### src/rtl/cache_pkg.sv
// Shared encodings for the cache refill read-path arbiter.
package cache_pkg;

    localparam logic [1:0] ST_IDLE = 2'd0;
    localparam logic [1:0] ST_ADDR = 2'd1;
    localparam logic [1:0] ST_DATA = 2'd2;

    localparam logic REQ_IC = 1'b0;
    localparam logic REQ_DC = 1'b1;

    typedef enum logic [1:0] {
        S_IDLE = ST_IDLE,
        S_ADDR = ST_ADDR,
        S_DATA = ST_DATA
    } state_t;

endpackage

### src/rtl/cache_axi_rd_arbiter_if.sv
// Cache refill request/return ports plus the shared AXI AR/R channel.
// master = arbiter side, slave = caches + AXI fabric side.
interface cache_axi_rd_arbiter_if #(
    parameter int ADDR_W = 32,
    parameter int DATA_W = 32,
    parameter int LEN_W  = 8
);
    logic              ic_rd_req;
    logic [ADDR_W-1:0] ic_rd_addr;
    logic [LEN_W-1:0]  ic_rd_len;
    logic              ic_rd_gnt;
    logic              ic_ret_valid;
    logic              ic_ret_last;
    logic [LEN_W-1:0]  ic_ret_idx;
    logic [DATA_W-1:0] ic_ret_data;

    logic              dc_rd_req;
    logic [ADDR_W-1:0] dc_rd_addr;
    logic [LEN_W-1:0]  dc_rd_len;
    logic              dc_rd_gnt;
    logic              dc_ret_valid;
    logic              dc_ret_last;
    logic [LEN_W-1:0]  dc_ret_idx;
    logic [DATA_W-1:0] dc_ret_data;

    logic [ADDR_W-1:0] ARADDR;
    logic [LEN_W-1:0]  ARLEN;
    logic              ARVALID;
    logic              ARREADY;
    logic [DATA_W-1:0] RDATA;
    logic              RVALID;
    logic              RLAST;
    logic              RREADY;

    modport master (
        input  ic_rd_req, ic_rd_addr, ic_rd_len,
        output ic_rd_gnt, ic_ret_valid, ic_ret_last, ic_ret_idx, ic_ret_data,
        input  dc_rd_req, dc_rd_addr, dc_rd_len,
        output dc_rd_gnt, dc_ret_valid, dc_ret_last, dc_ret_idx, dc_ret_data,
        output ARADDR, ARLEN, ARVALID, RREADY,
        input  ARREADY, RDATA, RVALID, RLAST
    );

    modport slave (
        output ic_rd_req, ic_rd_addr, ic_rd_len,
        input  ic_rd_gnt, ic_ret_valid, ic_ret_last, ic_ret_idx, ic_ret_data,
        output dc_rd_req, dc_rd_addr, dc_rd_len,
        input  dc_rd_gnt, dc_ret_valid, dc_ret_last, dc_ret_idx, dc_ret_data,
        input  ARADDR, ARLEN, ARVALID, RREADY,
        output ARREADY, RDATA, RVALID, RLAST
    );

endinterface

### src/rtl/cache_axi_rd_arbiter_rr_arb2.sv
// Two-way round-robin pick; ptr selects the favoured requester on a tie.
// Latency: combinational. Backpressure: none, caller decides when to sample.
module rr_arb2
    import cache_pkg::*;
(
    input  logic [1:0] req,
    input  logic       ptr,
    output logic [1:0] gnt,
    output logic       win_id
);

    always_comb begin
        gnt    = 2'b00;
        win_id = REQ_IC;
        if (req[0] && (!req[1] || ptr == REQ_IC)) begin
            gnt    = 2'b01;
            win_id = REQ_IC;
        end else if (req[1]) begin
            gnt    = 2'b10;
            win_id = REQ_DC;
        end
    end

endmodule

### src/rtl/cache_axi_rd_arbiter.sv
// Shares one AXI read channel between I-cache and D-cache refills, one burst at a time.
// Latency: request in cycle N gives ARVALID in N+1. Backpressure: ARREADY stalls ADDR; R is never stalled.
module cache_axi_rd_arbiter
    import cache_pkg::*;
#(
    parameter int ADDR_W = 32,
    parameter int DATA_W = 32,
    parameter int LEN_W  = 8
) (
    input  logic                   clk,
    input  logic                   resetn,
    cache_axi_rd_arbiter_if.master bus
);

    state_t            state;
    state_t            state_n;
    logic              rr_ptr;
    logic              owner;
    logic [ADDR_W-1:0] addr_q;
    logic [LEN_W-1:0]  len_q;
    logic [LEN_W-1:0]  beat_cnt;
    logic [1:0]        arb_gnt;
    logic              arb_id;

    rr_arb2 u_arb (
        .req    ({bus.dc_rd_req, bus.ic_rd_req}),
        .ptr    (rr_ptr),
        .gnt    (arb_gnt),
        .win_id (arb_id)
    );

    assign bus.ARADDR = addr_q;
    assign bus.ARLEN  = len_q;

    always_ff @(posedge clk) begin
        if (!resetn) begin
            state <= S_IDLE;
        end else begin
            state <= state_n;
        end
    end

    always_comb begin
        state_n          = state;
        bus.ARVALID      = 1'b0;
        bus.RREADY       = 1'b0;
        bus.ic_rd_gnt    = 1'b0;
        bus.dc_rd_gnt    = 1'b0;
        bus.ic_ret_valid = 1'b0;
        bus.ic_ret_last  = 1'b0;
        bus.ic_ret_idx   = '0;
        bus.ic_ret_data  = {DATA_W{1'b0}};
        bus.dc_ret_valid = 1'b0;
        bus.dc_ret_last  = 1'b0;
        bus.dc_ret_idx   = '0;
        bus.dc_ret_data  = {DATA_W{1'b0}};
        case (state)
            S_IDLE: begin
                if (|arb_gnt) state_n = S_ADDR;
            end
            S_ADDR: begin
                // ARVALID depends on state only, never on ARREADY.
                bus.ARVALID = 1'b1;
                if (bus.ARREADY) begin
                    bus.ic_rd_gnt = (owner == REQ_IC);
                    bus.dc_rd_gnt = (owner == REQ_DC);
                    state_n       = S_DATA;
                end
            end
            S_DATA: begin
                bus.RREADY = 1'b1;
                if (owner == REQ_IC) begin
                    bus.ic_ret_valid = bus.RVALID;
                    bus.ic_ret_last  = bus.RLAST;
                    bus.ic_ret_idx   = beat_cnt;
                    bus.ic_ret_data  = bus.RDATA;
                end else begin
                    bus.dc_ret_valid = bus.RVALID;
                    bus.dc_ret_last  = bus.RLAST;
                    bus.dc_ret_idx   = beat_cnt;
                    bus.dc_ret_data  = bus.RDATA;
                end
                if (bus.RVALID && bus.RLAST) state_n = S_IDLE;
            end
            default: state_n = S_IDLE;
        endcase
    end

    always_ff @(posedge clk) begin
        if (!resetn) begin
            rr_ptr   <= REQ_IC;
            owner    <= REQ_IC;
            addr_q   <= '0;
            len_q    <= '0;
            beat_cnt <= '0;
        end else begin
            case (state)
                S_IDLE: begin
                    if (|arb_gnt) begin
                        owner  <= arb_id;
                        addr_q <= (arb_id == REQ_DC) ? bus.dc_rd_addr : bus.ic_rd_addr;
                        len_q  <= (arb_id == REQ_DC) ? bus.dc_rd_len  : bus.ic_rd_len;
                    end
                end
                S_ADDR: begin
                    if (bus.ARREADY) beat_cnt <= '0;
                end
                S_DATA: begin
                    // Burst length is trusted to RLAST; the counter just wraps.
                    if (bus.RVALID) beat_cnt <= beat_cnt + LEN_W'(1);
                    if (bus.RVALID && bus.RLAST) rr_ptr <= ~owner;
                end
                default: ;
            endcase
        end
    end

endmodule

### src/flat_wrapper.sv
// flat-port wrapper written by rule: the top's interface ports become plain ports
module cache_axi_rd_arbiter_flat import cache_pkg::*;
#(
    parameter int ADDR_W = 32,
    parameter int DATA_W = 32,
    parameter int LEN_W  = 8
)
  (clk, resetn, bus_ic_rd_req, bus_ic_rd_addr, bus_ic_rd_len, bus_ic_rd_gnt, bus_ic_ret_valid, bus_ic_ret_last, bus_ic_ret_idx, bus_ic_ret_data, bus_dc_rd_req, bus_dc_rd_addr, bus_dc_rd_len, bus_dc_rd_gnt, bus_dc_ret_valid, bus_dc_ret_last, bus_dc_ret_idx, bus_dc_ret_data, bus_ARADDR, bus_ARLEN, bus_ARVALID, bus_RREADY, bus_ARREADY, bus_RDATA, bus_RVALID, bus_RLAST);
  cache_axi_rd_arbiter_if #(.ADDR_W(ADDR_W), .DATA_W(DATA_W), .LEN_W(LEN_W)) bus_i ();
  input  logic clk;
  input  logic resetn;
  input wire logic [$bits(bus_i.ic_rd_req)-1:0] bus_ic_rd_req;
  input wire logic [$bits(bus_i.ic_rd_addr)-1:0] bus_ic_rd_addr;
  input wire logic [$bits(bus_i.ic_rd_len)-1:0] bus_ic_rd_len;
  output wire logic [$bits(bus_i.ic_rd_gnt)-1:0] bus_ic_rd_gnt;
  output wire logic [$bits(bus_i.ic_ret_valid)-1:0] bus_ic_ret_valid;
  output wire logic [$bits(bus_i.ic_ret_last)-1:0] bus_ic_ret_last;
  output wire logic [$bits(bus_i.ic_ret_idx)-1:0] bus_ic_ret_idx;
  output wire logic [$bits(bus_i.ic_ret_data)-1:0] bus_ic_ret_data;
  input wire logic [$bits(bus_i.dc_rd_req)-1:0] bus_dc_rd_req;
  input wire logic [$bits(bus_i.dc_rd_addr)-1:0] bus_dc_rd_addr;
  input wire logic [$bits(bus_i.dc_rd_len)-1:0] bus_dc_rd_len;
  output wire logic [$bits(bus_i.dc_rd_gnt)-1:0] bus_dc_rd_gnt;
  output wire logic [$bits(bus_i.dc_ret_valid)-1:0] bus_dc_ret_valid;
  output wire logic [$bits(bus_i.dc_ret_last)-1:0] bus_dc_ret_last;
  output wire logic [$bits(bus_i.dc_ret_idx)-1:0] bus_dc_ret_idx;
  output wire logic [$bits(bus_i.dc_ret_data)-1:0] bus_dc_ret_data;
  output wire logic [$bits(bus_i.ARADDR)-1:0] bus_ARADDR;
  output wire logic [$bits(bus_i.ARLEN)-1:0] bus_ARLEN;
  output wire logic [$bits(bus_i.ARVALID)-1:0] bus_ARVALID;
  output wire logic [$bits(bus_i.RREADY)-1:0] bus_RREADY;
  input wire logic [$bits(bus_i.ARREADY)-1:0] bus_ARREADY;
  input wire logic [$bits(bus_i.RDATA)-1:0] bus_RDATA;
  input wire logic [$bits(bus_i.RVALID)-1:0] bus_RVALID;
  input wire logic [$bits(bus_i.RLAST)-1:0] bus_RLAST;
  assign bus_i.ic_rd_req = bus_ic_rd_req;
  assign bus_i.ic_rd_addr = bus_ic_rd_addr;
  assign bus_i.ic_rd_len = bus_ic_rd_len;
  assign bus_ic_rd_gnt = bus_i.ic_rd_gnt;
  assign bus_ic_ret_valid = bus_i.ic_ret_valid;
  assign bus_ic_ret_last = bus_i.ic_ret_last;
  assign bus_ic_ret_idx = bus_i.ic_ret_idx;
  assign bus_ic_ret_data = bus_i.ic_ret_data;
  assign bus_i.dc_rd_req = bus_dc_rd_req;
  assign bus_i.dc_rd_addr = bus_dc_rd_addr;
  assign bus_i.dc_rd_len = bus_dc_rd_len;
  assign bus_dc_rd_gnt = bus_i.dc_rd_gnt;
  assign bus_dc_ret_valid = bus_i.dc_ret_valid;
  assign bus_dc_ret_last = bus_i.dc_ret_last;
  assign bus_dc_ret_idx = bus_i.dc_ret_idx;
  assign bus_dc_ret_data = bus_i.dc_ret_data;
  assign bus_ARADDR = bus_i.ARADDR;
  assign bus_ARLEN = bus_i.ARLEN;
  assign bus_ARVALID = bus_i.ARVALID;
  assign bus_RREADY = bus_i.RREADY;
  assign bus_i.ARREADY = bus_ARREADY;
  assign bus_i.RDATA = bus_RDATA;
  assign bus_i.RVALID = bus_RVALID;
  assign bus_i.RLAST = bus_RLAST;
  cache_axi_rd_arbiter #(.ADDR_W(ADDR_W), .DATA_W(DATA_W), .LEN_W(LEN_W)) u_core (.clk(clk), .resetn(resetn), .bus(bus_i));
endmodule
### config.mk
export PLATFORM = sky130hd
export DESIGN_NAME = cache_axi_rd_arbiter_flat
export DESIGN_NICKNAME = d
export VERILOG_FILES = /design/src/rtl/cache_pkg.sv /design/src/rtl/cache_axi_rd_arbiter_if.sv /design/src/rtl/cache_axi_rd_arbiter_rr_arb2.sv /design/src/rtl/cache_axi_rd_arbiter.sv /design/src/flat_wrapper.sv
export SDC_FILE = /design/constraint.sdc
export NUM_CORES = 1
export LEC_CHECK = 0
export CAP_MARGIN = 20
export CORE_ASPECT_RATIO = 0.6
export CORE_MARGIN = 4
export CORE_UTILIZATION = 39
export DETAILED_ROUTE_END_ITERATION = 10
export HOLD_SLACK_MARGIN = 0.08
export MAX_ROUTING_LAYER = met4
export PLACE_DENSITY = 0.88
export SYNTH_ARGS = -nofsm -noshare
export SYNTH_HDL_FRONTEND = slang
export SYNTH_SLANG_ARGS = --single-unit
### constraint.sdc
create_clock -name clk -period 3.3 [get_ports clk]
set_input_delay 0.66 -clock clk [delete_from_list [all_inputs] [get_ports clk]]
set_output_delay 0.66 -clock clk [all_outputs]
set_load 0.05 [all_outputs]
Word level (Yosys, flattened, before mapping)
Cells that the tools add are included.
{"block": "classes", "add_sub_neg": 1, "mul": 0, "div": 0, "order_cmp": 0, "eq_ne": 6, "n_shift": 0, "mux": 35, "bitwise_logic": 2, "n_reduce_logical": 11}
{"cell": "two-way mux 32 bit", "count": 5}
{"cell": "two-way mux 8 bit", "count": 7}
{"cell": "two-way mux 1 bit", "count": 16}
{"cell": "case mux 8 bit (2 select lines)", "count": 1}
{"cell": "two-way mux 2 bit", "count": 5}
{"cell": "adder 8 x 1 -> 8 bit, second input constant", "count": 1}
{"cell": "case mux 2 bit (3 select lines)", "count": 1}
{"cell": "AND reduction 3 bit", "count": 2}
{"cell": "inequality test 2 x 1 -> 1 bit, second input constant", "count": 2}
{"cell": "inequality test 2 bit, second input constant", "count": 2}
{"cell": "AND reduction 2 bit", "count": 2}
{"cell": "== test 2 x 1 -> 1 bit, second input constant", "count": 1}
{"cell": "== test 2 bit, second input constant", "count": 1}
{"cell": "logical AND 1 bit", "count": 2}
{"cell": "zero test 2 bit", "count": 1}
{"cell": "inverter 1 bit", "count": 2}
{"cell": "nonzero test 2 bit", "count": 1}
{"cell": "OR reduction 2 bit", "count": 1}
{"cell": "zero test 1 bit", "count": 1}
{"cell": "logical OR 1 bit", "count": 1}
{"block": "totals", "regBits": 52, "latchBits": 0, "ram_bits": 0, "mem_bits_ro": 0, "inputBits": 119, "word_cells": 61, "n_memories": 0}

Depth between registers and ports, before layout
{"block": "logic_depth", "word_depth": 7, "mapped_depth": 7, "mapped_depth_nobuf": 4}

Modules after synthesis
Synthesis repeated with hierarchy kept, for this count alone.
{"block": "hier_totals", "cells_unflattened": 364, "area_unflattened_um2": 3337.0}
{"mod": "cache_axi_rd_arbiter", "n_inst": 1, "cells_per_inst": 360, "area_each_um2": 3310.7, "seq_area_each_um2": 1041.0}
{"mod": "rr_arb2", "n_inst": 1, "cells_per_inst": 4, "area_each_um2": 26.3, "seq_area_each_um2": 0.0}

Least setup slack after synthesis
OpenSTA, ideal clock, no wires.
{"block": "synth_timing", "kind": "reg2out", "startpoint": "reg u_core.owner", "endpoint": "out bus_dc_ret_idx[4]", "arrival_ps": 1782, "setup_slack_ps": 858, "path_stages_with_launch": 4, "path_buffers": 1, "cell_sequence": "dfxtp_1 > inv_1 > clkbuf_1 > nor3_1"}
{"block": "synth_via", "elab_chain_cells": 2}
{"item": "start: declaration", "line": "cache_axi_rd_arbiter.sv:18", "rtl": "logic owner;"}
{"item": "start signal: assignment", "line": "cache_axi_rd_arbiter.sv:100", "rtl": "owner <= arb_id;"}
{"item": "two-way mux 8 bit", "line": "cache_axi_rd_arbiter.sv:72", "rtl": "if (owner == REQ_IC) begin"}
{"item": "two-way mux 8 bit", "line": "cache_axi_rd_arbiter.sv:57", "rtl": "case (state)"}
{"item": "end: declaration", "line": "flat_wrapper.sv:26", "rtl": "output wire logic [$bits(bus_i.dc_ret_idx)-1:0] bus_dc_ret_idx;"}
Every way passes these cells.

Worst setup path after layout
{"block": "layout_timing", "startpoint": "reg u_core.state[1]", "endpoint": "out bus_dc_ret_idx[1]"}
{"block": "layout_via", "elab_chain_cells": 2}
{"item": "start: declaration", "line": "cache_axi_rd_arbiter.sv:15", "rtl": "state_t state;"}
{"item": "start signal: assignment", "line": "cache_axi_rd_arbiter.sv:39", "rtl": "state <= state_n;"}
{"item": "== test 2 bit", "line": "cache_axi_rd_arbiter.sv:57"}
{"item": "two-way mux 8 bit", "line": "cache_axi_rd_arbiter.sv:57"}
Every way passes these cells.

==> key figures <==
Placement
  • Routability congestion estimate: 0.885
  • PortBufs: 246
  • Post-DP Area: 5970 µm²
  • Pre-CTS WS: 0.381 ns
  • HPWL after DPL: 11,000 µm
  • Dpl cells: 730

Drt
  • Vias: 4,208
  • Residual DRC: 0
  • WL/cell: 19.8 µm
  • Iter 0 DRT Violations: 233
  • DRT antenna net count: 0
  • TritonRoute pass-1 iters: 5
  • Avg Vias per Cell: 5.70
  • Routed WL: 14,600 µm

Worst setup path
  • RR Startpoint: u_core.state[0]
  • R2R cell count: 4
  • Class of the most critical setup path: reg2out
  • CP arrival: 2.51 ns
  • Crit-path max FO: 31
  • CP startpoint: u_core.state[1]
  • Setup crit end: bus_dc_ret_idx[1]
  • Reg2Reg Setup Slack: 1.70 ns
  • R2R Path End: u_core.beat_cnt[5]
  • Critical Path RT: 2.64 ns
  • CP Launch Type: register
  • Crit end category: output port

STA
  • Slew margin rel.: 0.548
  • Worst-margin pin slew: 0.678 ns
  • Final setup TNS: 0 ns
  • Final worst-path setup slack: 0.130 ns
  • Final min period: 3.17 ns
  • Final period util: 0.961
  • Setup violations, final: 0
  • Hold WS: 0.497 ns
  • Setup Skew: 0.00461 ns
  • Final Max Tran Viols: 0
  • RSZ-0062 raised after global routing: false
  • Final hold vios: 0
  • Fmax: 315 MHz

Clocking
  • Clock sinks: 52
  • CTS clk-pin slew, worst paths: 0.07 ns
  • Worst skew pair latency: 0.29 ns
  • Postcts setup bufs: 0
  • Num CTS Buffers: 5
  • Clock Path Buffers: 2
  • H-tree depth: 2
  • Cts hold-fix bufs: 0
  • CTS root buf: clkbuf_16
  • CTS tree: done

Global routing
  • Pin count of the biggest net entering global routing: 45
  • Vias in the first global route: 4,001
  • Initial antenna violation count: 0
  • Global Route Usage Sum: 0.259
  • First-pass GRT wire length: 22,100 µm
  • Total gr overflow: 0

Pwr
  • Static leakage power: 2.48 nW
  • VDD IR max: 0.000225 V
  • Post-route total power: 2.18 mW
  • Pwr Density: 356 nW/µm²

Logic synthesis
  • Share of the yosys chip area belonging to registers: 0.293
  • Yosys warnings: 0
  • Area leader, netlist: dfxtp_1
  • Netlist cell types: 32
  • Net Count, Synth: 538
  • Yosys top cell area share: 0.293
  • Mapped Area: 3550 µm²
  • Number of synthesized register bits: 52
  • Mapped Cells: 418
  • Top cells by area, synth: dfxtp_1 29%, a311oi_2 17%, and3_1 15%
  • Average size of a mapped cell: 8.49 µm²

Floorplanning
  • Width of the die: 131 µm
  • Row count: 26
  • # IOs: 247
  • Starting density of the core: 0.409
  • Die area: 10,700 µm²
  • Core area: 8690 µm²
  • Die Y-Extent: 81.9 µm

Layout
  • Finished Layout Cells: 738
  • Layout cells sized above 1: 0.141
  • Util after Layout: 0.706
  • Cell area after layout: 6130 µm²
  • Antenna diodes: 0
  • Fillcell total: 688
  • Commonest non-fill, non-tap cells in the layout: 218 x clkdlybuf4s50_1, 83 x and3_1, 52 x dfxtp_1
  • Most common cell after layout, fill and taps aside: clkdlybuf4s50_1
  • Nets: 745
  • Syn-to-layout area delta: 72.6%

Status
  • Outcome: finished, final reports clean

Run
  • Maxcap violations: 0

Min path
  • Hold Path Class: reg2reg
==> worst max-delay path: stages (launching register included) <==
cell and delay (ns):
dfxtp_1 0.50, nand2b_1 0.23, inv_4 0.26, buf_4 0.23
and3_1 0.17, clkdlybuf4s50_1 0.81
==> state kept, by name, summed over array words and instances, names as in the netlist <==
register	flops
u_core.rr_ptr	1
u_core.owner	1
u_core.bus.ARLEN	8
u_core.state	2
u_core.bus.ARADDR	32
u_core.beat_cnt	8
==> power by group <==
group	leakage, nW	internal, mW	switching [mW]	total [mW]
logic	1.98	0.373	0.545	0.918
registers	0.430	0.690	0.0416	0.732
clock network	0.0712	0.303	0.230	0.534
==> cell families after synthesis <==
kind of cell             share of synthesized area
AO/OA/AOI/OAI                                0.307
adder cells (fa/ha/maj)                    0.00352
buffers and inverters                       0.0864
flip-flops                                   0.293
multiplexers                                0.0169
AND/OR/NAND/NOR                              0.293
==> cells in the mapped netlist (all sizes together) <==
cell and number:
and2 1, or3 1, mux2i 6, nand2b 1
nand3 11, nor2b 2, a21oi 46, or2 1
nand3b 47, a211oi 3, ha 1, clkbuf 39
inv 5, nand4b 1, a21boi 1, nor3 2
and3 83, dfxtp 52, a311oi 40, o21ai 41
a2111oi 1, buf 20, nand4 3, nor4 1
nand2 2, o21a 2, nor2 5
==> per-layer routing <==
layer  share of wire  up-vias  track usage
li1                -     2000            -
met1            0.42     2029        0.324
met5               0        -            -
met3           0.072       18       0.0826
met2            0.50      161        0.418
met4           0.012        0       0.0545
==> final cells by class <==
class                      count  area, µm²  share of cell area
sequential                    52       1040               0.170
inverter                       5       21.3             0.00347
timing repair buffer         259       2560               0.419
multi-input combinational    302       2210               0.361
tap                          112        140              0.0229
clock buffer                   8        146              0.0239
==> worst min path at each step <==
| stage | startpoint | to | cells past startpoint |
|---|---|---|---|
| final | u_core.beat_cnt[4] | u_core.beat_cnt[4] | 2 |
| after global routing | u_core.beat_cnt[4] | u_core.beat_cnt[4] | 2 |
| after CTS | u_core.beat_cnt[4] | u_core.beat_cnt[4] | 2 |
| after detailed placement | u_core.beat_cnt[4] | u_core.beat_cnt[4] | 2 |
| after global placement | u_core.beat_cnt[4] | u_core.beat_cnt[4] | 2 |
| after floorplan | u_core.beat_cnt[7] | u_core.beat_cnt[7] | 2 |
==> what timing repair did <==
action | CTS | global route
setup endpoints to repair | 0 | 40
endpoints found under the hold margin | 0 | 0
gates resized for setup | 0 | 7
Note: power is estimated with default switching activity, not from simulation.
